===== src/rtl/car_parking.sv =====
// car_parking: two-sensor gate that counts cars in and out of a lot.
// Sensors are synchronized, debounced, and decoded by a small FSM that only
// credits a full A-then-B (entry) or B-then-A (exit) pass. The count saturates at 0..7.
module car_parking #(
    parameter int DEBOUNCE_CYCLES = 500_000
) (
    input  logic       clk,
    input  logic       reset,
    input  logic       a_btn,
    input  logic       b_btn,
    output logic [2:0] led_counter
);

    localparam int            CW      = $clog2(DEBOUNCE_CYCLES + 1);
    localparam logic [CW-1:0] DB_LAST = CW'(DEBOUNCE_CYCLES - 1);

    localparam logic [2:0] IDLE = 3'd0;
    localparam logic [2:0] EN1  = 3'd1;
    localparam logic [2:0] EN2  = 3'd2;
    localparam logic [2:0] EN3  = 3'd3;
    localparam logic [2:0] EX1  = 3'd4;
    localparam logic [2:0] EX2  = 3'd5;
    localparam logic [2:0] EX3  = 3'd6;
    localparam logic [2:0] ERR  = 3'd7;

    logic [1:0]    rst_sync_q;
    logic          rst_n;
    logic [1:0]    meta_q, sync_q;       // bit 0 = A, bit 1 = B
    logic [1:0]    deb_q, deb_d;
    logic [CW-1:0] dcnt_q [2];
    logic [CW-1:0] dcnt_d [2];
    logic [1:0]    flags;                // {sa, sb}, active-high "blocked"
    logic [2:0]    state_q, state_d;
    logic [2:0]    count_q, count_d;
    logic          inc, dec;

    // Reset assert passes straight through; release is retimed to clk.
    always_ff @(posedge clk or negedge reset) begin
        if (!reset) rst_sync_q <= 2'b00;
        else        rst_sync_q <= {rst_sync_q[0], 1'b1};
    end

    assign rst_n = rst_sync_q[1];

    // Two-flop synchronizer for both sensors; idle level is 1 (clear).
    always_ff @(posedge clk or negedge rst_n) begin
        if (!rst_n) begin
            meta_q <= 2'b11;
            sync_q <= 2'b11;
        end else begin
            meta_q <= {b_btn, a_btn};
            sync_q <= meta_q;
        end
    end

    // Debounce: the level flips only after DEBOUNCE_CYCLES consecutive disagreeing samples.
    always_comb begin
        for (int i = 0; i < 2; i++) begin
            deb_d[i]  = deb_q[i];
            dcnt_d[i] = '0;
            if (sync_q[i] != deb_q[i]) begin
                if (dcnt_q[i] == DB_LAST) deb_d[i]  = sync_q[i];
                else                      dcnt_d[i] = dcnt_q[i] + 1'b1;
            end
        end
    end

    // Debounce state registers.
    always_ff @(posedge clk or negedge rst_n) begin
        if (!rst_n) begin
            deb_q     <= 2'b11;
            dcnt_q[0] <= '0;
            dcnt_q[1] <= '0;
        end else begin
            deb_q     <= deb_d;
            dcnt_q[0] <= dcnt_d[0];
            dcnt_q[1] <= dcnt_d[1];
        end
    end

    assign flags = {~deb_q[0], ~deb_q[1]};

    // Pass decoder: entry walks 10->11->01->00, exit walks 01->11->10->00.
    always_comb begin
        state_d = state_q;
        inc     = 1'b0;
        dec     = 1'b0;
        case (state_q)
            IDLE: case (flags)
                2'b10:   state_d = EN1;
                2'b01:   state_d = EX1;
                2'b11:   state_d = ERR;
                default: state_d = IDLE;
            endcase
            EN1: case (flags)
                2'b11:   state_d = EN2;
                2'b00:   state_d = IDLE;
                2'b01:   state_d = ERR;
                default: state_d = EN1;
            endcase
            EN2: case (flags)
                2'b01:   state_d = EN3;
                2'b10:   state_d = EN1;
                2'b00:   state_d = IDLE;
                default: state_d = EN2;
            endcase
            EN3: case (flags)
                2'b00:   begin state_d = IDLE; inc = 1'b1; end
                2'b11:   state_d = EN2;
                2'b10:   state_d = ERR;
                default: state_d = EN3;
            endcase
            EX1: case (flags)
                2'b11:   state_d = EX2;
                2'b00:   state_d = IDLE;
                2'b10:   state_d = ERR;
                default: state_d = EX1;
            endcase
            EX2: case (flags)
                2'b10:   state_d = EX3;
                2'b01:   state_d = EX1;
                2'b00:   state_d = IDLE;
                default: state_d = EX2;
            endcase
            EX3: case (flags)
                2'b00:   begin state_d = IDLE; dec = 1'b1; end
                2'b11:   state_d = EX2;
                2'b01:   state_d = ERR;
                default: state_d = EX3;
            endcase
            default: state_d = (flags == 2'b00) ? IDLE : ERR;
        endcase
    end

    // Saturating car count, updated on the completing transition.
    always_comb begin
        count_d = count_q;
        if (inc && count_q != 3'd7) count_d = count_q + 3'd1;
        if (dec && count_q != 3'd0) count_d = count_q - 3'd1;
    end

    // FSM and count registers.
    always_ff @(posedge clk or negedge rst_n) begin
        if (!rst_n) begin
            state_q <= IDLE;
            count_q <= 3'd0;
        end else begin
            state_q <= state_d;
            count_q <= count_d;
        end
    end

    assign led_counter = count_q;

endmodule


===== config.mk =====
export PLATFORM = sky130hd
export DESIGN_NAME = car_parking
export DESIGN_NICKNAME = d
export VERILOG_FILES = /design/src/rtl/car_parking.sv
export SDC_FILE = /design/constraint.sdc
export NUM_CORES = 1
export LEC_CHECK = 0
export ABC_AREA = 1
export BUFFER_PORTS_ARGS = -buffer_cell sky130_fd_sc_hd__buf_2
export CAP_MARGIN = 20
export CELL_PAD_IN_SITES_DETAIL_PLACEMENT = 1
export CELL_PAD_IN_SITES_GLOBAL_PLACEMENT = 1
export CORE_MARGIN = 1
export CORE_UTILIZATION = 40
export CTS_BUF_LIST = sky130_fd_sc_hd__clkbuf_2 sky130_fd_sc_hd__clkbuf_4 sky130_fd_sc_hd__clkbuf_8
export DETAILED_ROUTE_END_ITERATION = 6
export PLACE_DENSITY_LB_ADDON = 0.1
export SYNTH_ARGS = -nofsm -noshare
export SYNTH_HDL_FRONTEND = slang
export SYNTH_SLANG_ARGS = --single-unit
export TNS_END_PERCENT = 50

===== constraint.sdc =====
create_clock -name clk -period 1.8 [get_ports clk]
set_input_delay 0.09 -clock clk [delete_from_list [all_inputs] [get_ports clk]]
set_output_delay 0.09 -clock clk [all_outputs]
set_load 0.02 [all_outputs]

==> impl_metrics.ini, run 1 <==
[flow_run]
max-cap-violations = 0

[place]
gp_routability_congestion = 0.805
dp_hpwl_microns = 5370
placedCellCount = 502
port_bufs = 6
preCtsSetupSlack_ps = 94.4

[global_route]
global_route.usage.total_pct = 19.8
grt_pass1_vias = 2537
antenna_found_initial = 0
grt.overflow.total = 0
grt_max_degree = 41
grt_first_pass_wirelength_microns = 11800

[power_and_ir_drop]
leakage_nw = 1.53
p_per_area_mw_per_mm2 = 637
power.ir.vdd_worst_mv = 0.350

[synth]
synth_top_flop_cell = sky130_fd_sc_hd__dfrtp_1
syn-num-nets = 405
yosys.area.top_type_share_pct = 38.1
synth_top_area_cell = sky130_fd_sc_hd__dfrtp_1
synth_top_cells_by_area = sky130_fd_sc_hd__dfrtp_1 38%, sky130_fd_sc_hd__nor2_1 13%, sky130_fd_sc_hd__nand2_1 10%, sky130_fd_sc_hd__inv_1 5.6%, sky130_fd_sc_hd__dfstp_2 5.2%
yosysWarningCount = 0
synth-seq-cells = 52
yosys.cell_types.count = 33
synth_cells = 391
post_synth.cell_area_avg_sq_um = 7.72
ys_seq_area_share_pct = 43.4
post_synthesis_cell_area_sq_mm = 0.00302
async_flop_share_pct = 100
number_of_enable_type_register_cells_in_the_synthesized_netlist = 0

[cts]
tritoncts = done
cts.sink_count = 52
ctsHtreeMaxLevel = 2
insertion_delay_ps = 320
worst_path_clk_slew_ps = 110
total_cts_buffers = 5
cts_post_setup_buffers_inserted = 0
cts-root-to-sink-buffers = 2
ctsRootBufferMaster = sky130_fd_sc_hd__clkbuf_8

[outcome]
run_status = completed

[sta]
finalSetupTns_ps = 0
final.setup.worst_slack_ps = 146
finalCriticalPeriod_ps = 1650
hold_violations = 0
number_of_max_slew_violations_in_the_final_report = 0
max_clock_freq_mhz = 605
layout_worst_path_cycle_share_pct = 91.9
fin_skew_ps = 15.6
finalSetupViolations = 0

[layout]
final_cells = 513
layout.filler_cells = 952
area_growth_pct = 12.4
postLayoutCoreUtil_pct = 46.5
layout-drive-gt1-share_pct = 13.8
diodes = 0
nNetsFinal = 427

[die]
boundary_pins = 7
floorplan.initialDensity_pct = 41.4
core_sq_mm = 0.00729
std_cell_rows = 31
die_x_microns = 88.9
fp.dieArea_sq_mm = 0.00790
fp.dieH_microns = 88.9

[detailed_routing]
drc_violation_count_after_routing = 0
vias_per_cell = 4.80
drt-total-wl_microns = 6980
route.detailed.wl_per_inst_microns = 13.6
final_antenna_net_count = 0
drtIter0Drc = 76
drtPass1Iterations = 4
via_count = 2460

[critical_path]
worst_path_class_setup = reg2reg
cp_num_buf_inv = 1
crit_chain = ha_1 > nand3_2 > fa_1 > inv_1 > nand2_1 > nand2_1 > xor2_1
setup.worst_path.start_class = flip-flop
cpPeakStageDelay_ps = 550
crit_required_ps = 2050
crit_family = adder cells
worst_path_max_delay_cell = sky130_fd_sc_hd__dfstp_2
critical_path.most_common_cell = sky130_fd_sc_hd__nand2_1
crit_path_max_fanout = 3
critical_path_arrival_ps = 1900
endpoint_kind_of_the_worst_setup_timing_path = flip-flop

[worst_hold_path]
hp-class = in2async
-- synthesized netlist by cell type (all sizes together) (2+ instances only) --
master	n
a21oi	5
dfrtp	46
dfstp	6
ha	9
inv	47
nand2	87
nand3	21
nand4	7
nor2	113
nor3	13
o21a	2
o21ai	9
o21bai	2
xnor2	4
xor2	14
-- sequential cells by signal, summed over array words and instances (netlist names) --
signal       flops
deb_q            2
led_counter      3
meta_q           2
dcnt_q          38
rst_sync_q       2
state_q          3
sync_q           2
-- power breakdown --
group	switching [mW]	internal (mW)	total (mW)
logic	0.0507	0.0311	0.0818
clock network	0.416	0.455	0.871
registers	0.0187	1.19	1.21
-- worst paths after layout --
path,endpoint,slack [ps],start,cells after the start
worst max-delay path,led_counter[2],150,deb_q[0],7
worst min-delay path,rst_sync_q[0],80,reset,2
worst max register to register,led_counter[2],150,deb_q[0],7
worst min register to register,dcnt_q[16],150,rst_sync_q[1],0
max in group asynchronous,sync_q[0],1080,rst_sync_q[1],1
min in group clk,sync_q[0],360,meta_q[0],0
-- worst register-to-register path: cells and delay by family (launching register included) --
family	cells	cell delay [ps]
XOR/XNOR	1	150
adder cells (fa/ha/maj)	2	580
buffers and inverters	1	70
flip-flops	1	550
AND/OR/NAND/NOR	3	240
-- logic make-up after synthesis --
| kind of cell | after synthesis | synth area share [%] |
|---|---|---|
| flip-flops | 52 | 43.4 |
| AND/OR/NAND/NOR | 243 | 36.3 |
| buffers and inverters | 48 | 6.09 |
| adder cells (fa/ha/maj) | 10 | 4.39 |
| other | 1 | 0.124 |
| AO/OA/AOI/OAI | 19 | 4.02 |
| XOR/XNOR | 18 | 5.72 |
-- per-layer routing --
| metal | track usage (%) | vias up | part of all wire (%) |
|---|---|---|---|
| met5 | 0 | - | 0 |
| met4 | 6.16 | 0 | 1.3 |
| met3 | 2.80 | 7 | 1.4 |
| li1 | - | 1253 | - |
| met1 | 24.3 | 1189 | 47 |
| met2 | 35.7 | 11 | 50 |
-- cell usage in the layout (no fill, tap or decap), types with 7 or more instances in the layout --
| master | count |
|---|---|
| sky130_fd_sc_hd__nand3_1 | 17 |
| sky130_fd_sc_hd__dfrtp_1 | 44 |
| sky130_fd_sc_hd__o21ai_0 | 9 |
| sky130_fd_sc_hd__nand2_1 | 82 |
| sky130_fd_sc_hd__xor2_1 | 14 |
| sky130_fd_sc_hd__inv_1 | 45 |
| sky130_fd_sc_hd__nor2_1 | 101 |
| sky130_fd_sc_hd__nor2_2 | 7 |
| sky130_fd_sc_hd__nor3_1 | 13 |
| sky130_fd_sc_hd__ha_1 | 9 |
-- stage by stage --
step	power, mW	area (sq um)	hold WS [ps]
final	2.16	3390	76.5
after global routing	2.26	3390	71.3
after floorplan	1.27	3020	-206
after global placement	1.31	3230	-121
after detailed placement	1.31	3230	-121
after CTS	2.20	3380	58.0
-- final cells by class --
cell class	count	area, sq um	share of cell area, %
multi-input combinational	291	1530	45.2
tap	99	124	3.65
clock buffer	6	82.6	2.44
clock inverter	2	38.8	1.14
timing repair buffer	16	125	3.69
inverter	47	176	5.20
sequential	52	1310	38.7
-- what timing repair did --
| item | 4_1_cts | 5_1_grt |
|---|---|---|
| endpoints found under the hold margin | 4 | 0 |
| setup endpoints to repair | 0 | 1 |
| hold buffers | 3 | 0 |
| gates resized for setup | 0 | 3 |
(Power assumes the default switching activity.)
==> inputs of run 2 (changes only) <==
--- a/config.mk
+++ b/config.mk
@@ -15,6 +15,7 @@
 export CTS_BUF_LIST = sky130_fd_sc_hd__clkbuf_2 sky130_fd_sc_hd__clkbuf_4 sky130_fd_sc_hd__clkbuf_8
 export DETAILED_ROUTE_END_ITERATION = 6
 export PLACE_DENSITY_LB_ADDON = 0.1
+export REMOVE_ABC_BUFFERS = 1
 export SYNTH_ARGS = -nofsm -noshare
 export SYNTH_HDL_FRONTEND = slang
 export SYNTH_SLANG_ARGS = --single-unit
==> run 2 against run 1 <==
Compared with the run above:
- first-iteration DRC count is 25% lower
- hold slack better by 5.8 ps
- clock power is 21% lower
- clock skew is 8.3 ps lower
- non-clock buffer count is 1 higher
- cell count is 0.19% higher
- via count is 1.2% higher
- sequential share of layout area is 0.29 points higher
- combinational power is 2% lower
- maximum frequency is 0.40% lower
- power is 8.6% lower
- critical path type unchanged
- largest power group unchanged
==> impl_metrics.ini, run 2 (same netlist as run 1, synthesis figures left out) <==
[outcome]
run_status = completed

[layout]
number_of_flip_flops_in_the_largest_register = 38
postLayoutCoreUtil_pct = 46.1
layout.cells.most_common = sky130_fd_sc_hd__nor2_1
nNetsFinal = 428
final_cells = 514
layout.filler_cells = 950
diodes = 0
commonest_cells_after_routing_fill_and_taps_aside = 102 x sky130_fd_sc_hd__nor2_1, 82 x sky130_fd_sc_hd__nand2_1, 45 x sky130_fd_sc_hd__inv_1, 45 x sky130_fd_sc_hd__dfrtp_1, 17 x sky130_fd_sc_hd__nand3_1
area_growth_pct = 11.4
largest_register = dcnt_q
layout-drive-gt1-share_pct = 13.5
non_filler_cell_area_final_sq_mm = 0.00336

[global_route]
grt_first_pass_wirelength_microns = 11800
grt.overflow.total = 0
grt_max_degree = 43
antenna_found_initial = 0
grt_pass1_vias = 2616
global_route.usage.total_pct = 19.6

[critical_path]
critical_path_arrival_ps = 1890
worst_r2r_endpoint = led_counter[2]
ff2ff_setup_slack_ps = 140
crit_path_max_fanout = 3
r2r_cells = 9
endpoint_kind_of_the_worst_setup_timing_path = flip-flop
critical_path.reg2reg.startpoint = state_q[0]
crit_required_ps = 2030
worst_path_class_setup = reg2reg
setup.worst_path.start_class = flip-flop

[die]
fp.dieArea_sq_mm = 0.00790
fp.dieH_microns = 88.9
boundary_pins = 7
die_x_microns = 88.9
core_sq_mm = 0.00729
floorplan.initialDensity_pct = 41.4
std_cell_rows = 31

[detailed_routing]
drt-total-wl_microns = 6690
final_antenna_net_count = 0
route.detailed.wl_per_inst_microns = 13.0
via_count = 2489
drtIter0Drc = 57
vias_per_cell = 4.84
drc_violation_count_after_routing = 0
drtPass1Iterations = 4

[place]
dp_hpwl_microns = 5330
gp_routability_congestion = 0.809
port_bufs = 6
postPlaceCellArea_sq_mm = 0.00324
placedCellCount = 503

[sta]
worst_hold_slack_ps = 82.4
finalSetupViolations = 0
max_clock_freq_mhz = 602
finalCriticalPeriod_ps = 1660
number_of_max_slew_violations_in_the_final_report = 0
hold_violations = 0
layout_worst_path_cycle_share_pct = 92.2
fin_skew_ps = 7.35

[cts]
cts.sink_count = 52
tritoncts = done
cts_post_setup_buffers_inserted = 0
total_cts_buffers = 5
ctsHtreeMaxLevel = 2
ctsRootBufferMaster = sky130_fd_sc_hd__clkbuf_8
worst_path_clk_slew_ps = 100
insertion_delay_ps = 300
cts-root-to-sink-buffers = 2

[worst_hold_path]
hp-class = in2async

[power_and_ir_drop]
leakage_nw = 1.53
p_per_area_mw_per_mm2 = 587
power.ir.vdd_worst_mv = 0.304

[flow_run]
max-cap-violations = 0
[run 2: power by group]
group	leakage (nW)	switching, mW	total [mW]	internal (mW)
Combinational	0.799	0.0490	0.0801	0.0311
Clock	0.0491	0.382	0.687	0.305
Sequential	0.679	0.0187	1.21	1.19
[run 2: through the flow]
step / total power [mW] / TNS [ps] / setup slack, ps
final: 1.97 / 0 / 140
after global routing: 2.07 / -5.81 / -5.81
after CTS: 2.01 / 0 / 133
after detailed placement: 1.31 / 0 / 156
after global placement: 1.31 / 0 / 207
after floorplan: 1.27 / 0 / 82.3
[run 2: final cells by class]
type                    instances  area [sq um]  area share (%)
well taps                      99           124            3.68
flip-flops and latches         52          1310            39.0
multi-input cells             291          1530            45.5
inverters                      47           176            5.25
clock buffers                   7          83.8            2.49
clock inverters                 1          5.00           0.149
repair buffers                 17           133            3.94
[run 2: repair_timing]
item,4_1_cts,5_1_grt
endpoints found under the setup margin,0,1
gates resized for setup,0,1
hold buffers,3,0
hold endpoints to repair,4,0
[run 2: worst max-delay path, stage by stage, from the launching register on]
cell and delay (ps):
sky130_fd_sc_hd__dfrtp_1 390, sky130_fd_sc_hd__inv_1 80, sky130_fd_sc_hd__nand2_1 50, sky130_fd_sc_hd__nor2_1 200, sky130_fd_sc_hd__nand3_2 140, sky130_fd_sc_hd__fa_1 400, sky130_fd_sc_hd__inv_1 60, sky130_fd_sc_hd__nand2_1 50
sky130_fd_sc_hd__nand2_1 80, sky130_fd_sc_hd__xor2_1 140
[run 2: routing by layer]
layer  GRT usage, %  routed length (microns)  vias up
met2           35.2                     3460       19
met4           6.16                       85        0
met5              0                        0        -
met1           23.7                     3000     1208
met3           3.54                      141        6
li1               -                        -     1256
[run 2: worst max-delay path by stage]
| stage | from | endpoint | cells after the start |
|---|---|---|---|
| 6_report | state_q[0] | led_counter[2] | 9 |
| 3_5_place_dp | deb_q[0] | led_counter[2] | 7 |
| 3_3_place_gp | deb_q[0] | led_counter[2] | 7 |
| 2_1_floorplan | deb_q[0] | led_counter[2] | 6 |
| 4_1_cts | deb_q[0] | led_counter[2] | 7 |
| 5_1_grt | state_q[0] | led_counter[2] | 9 |
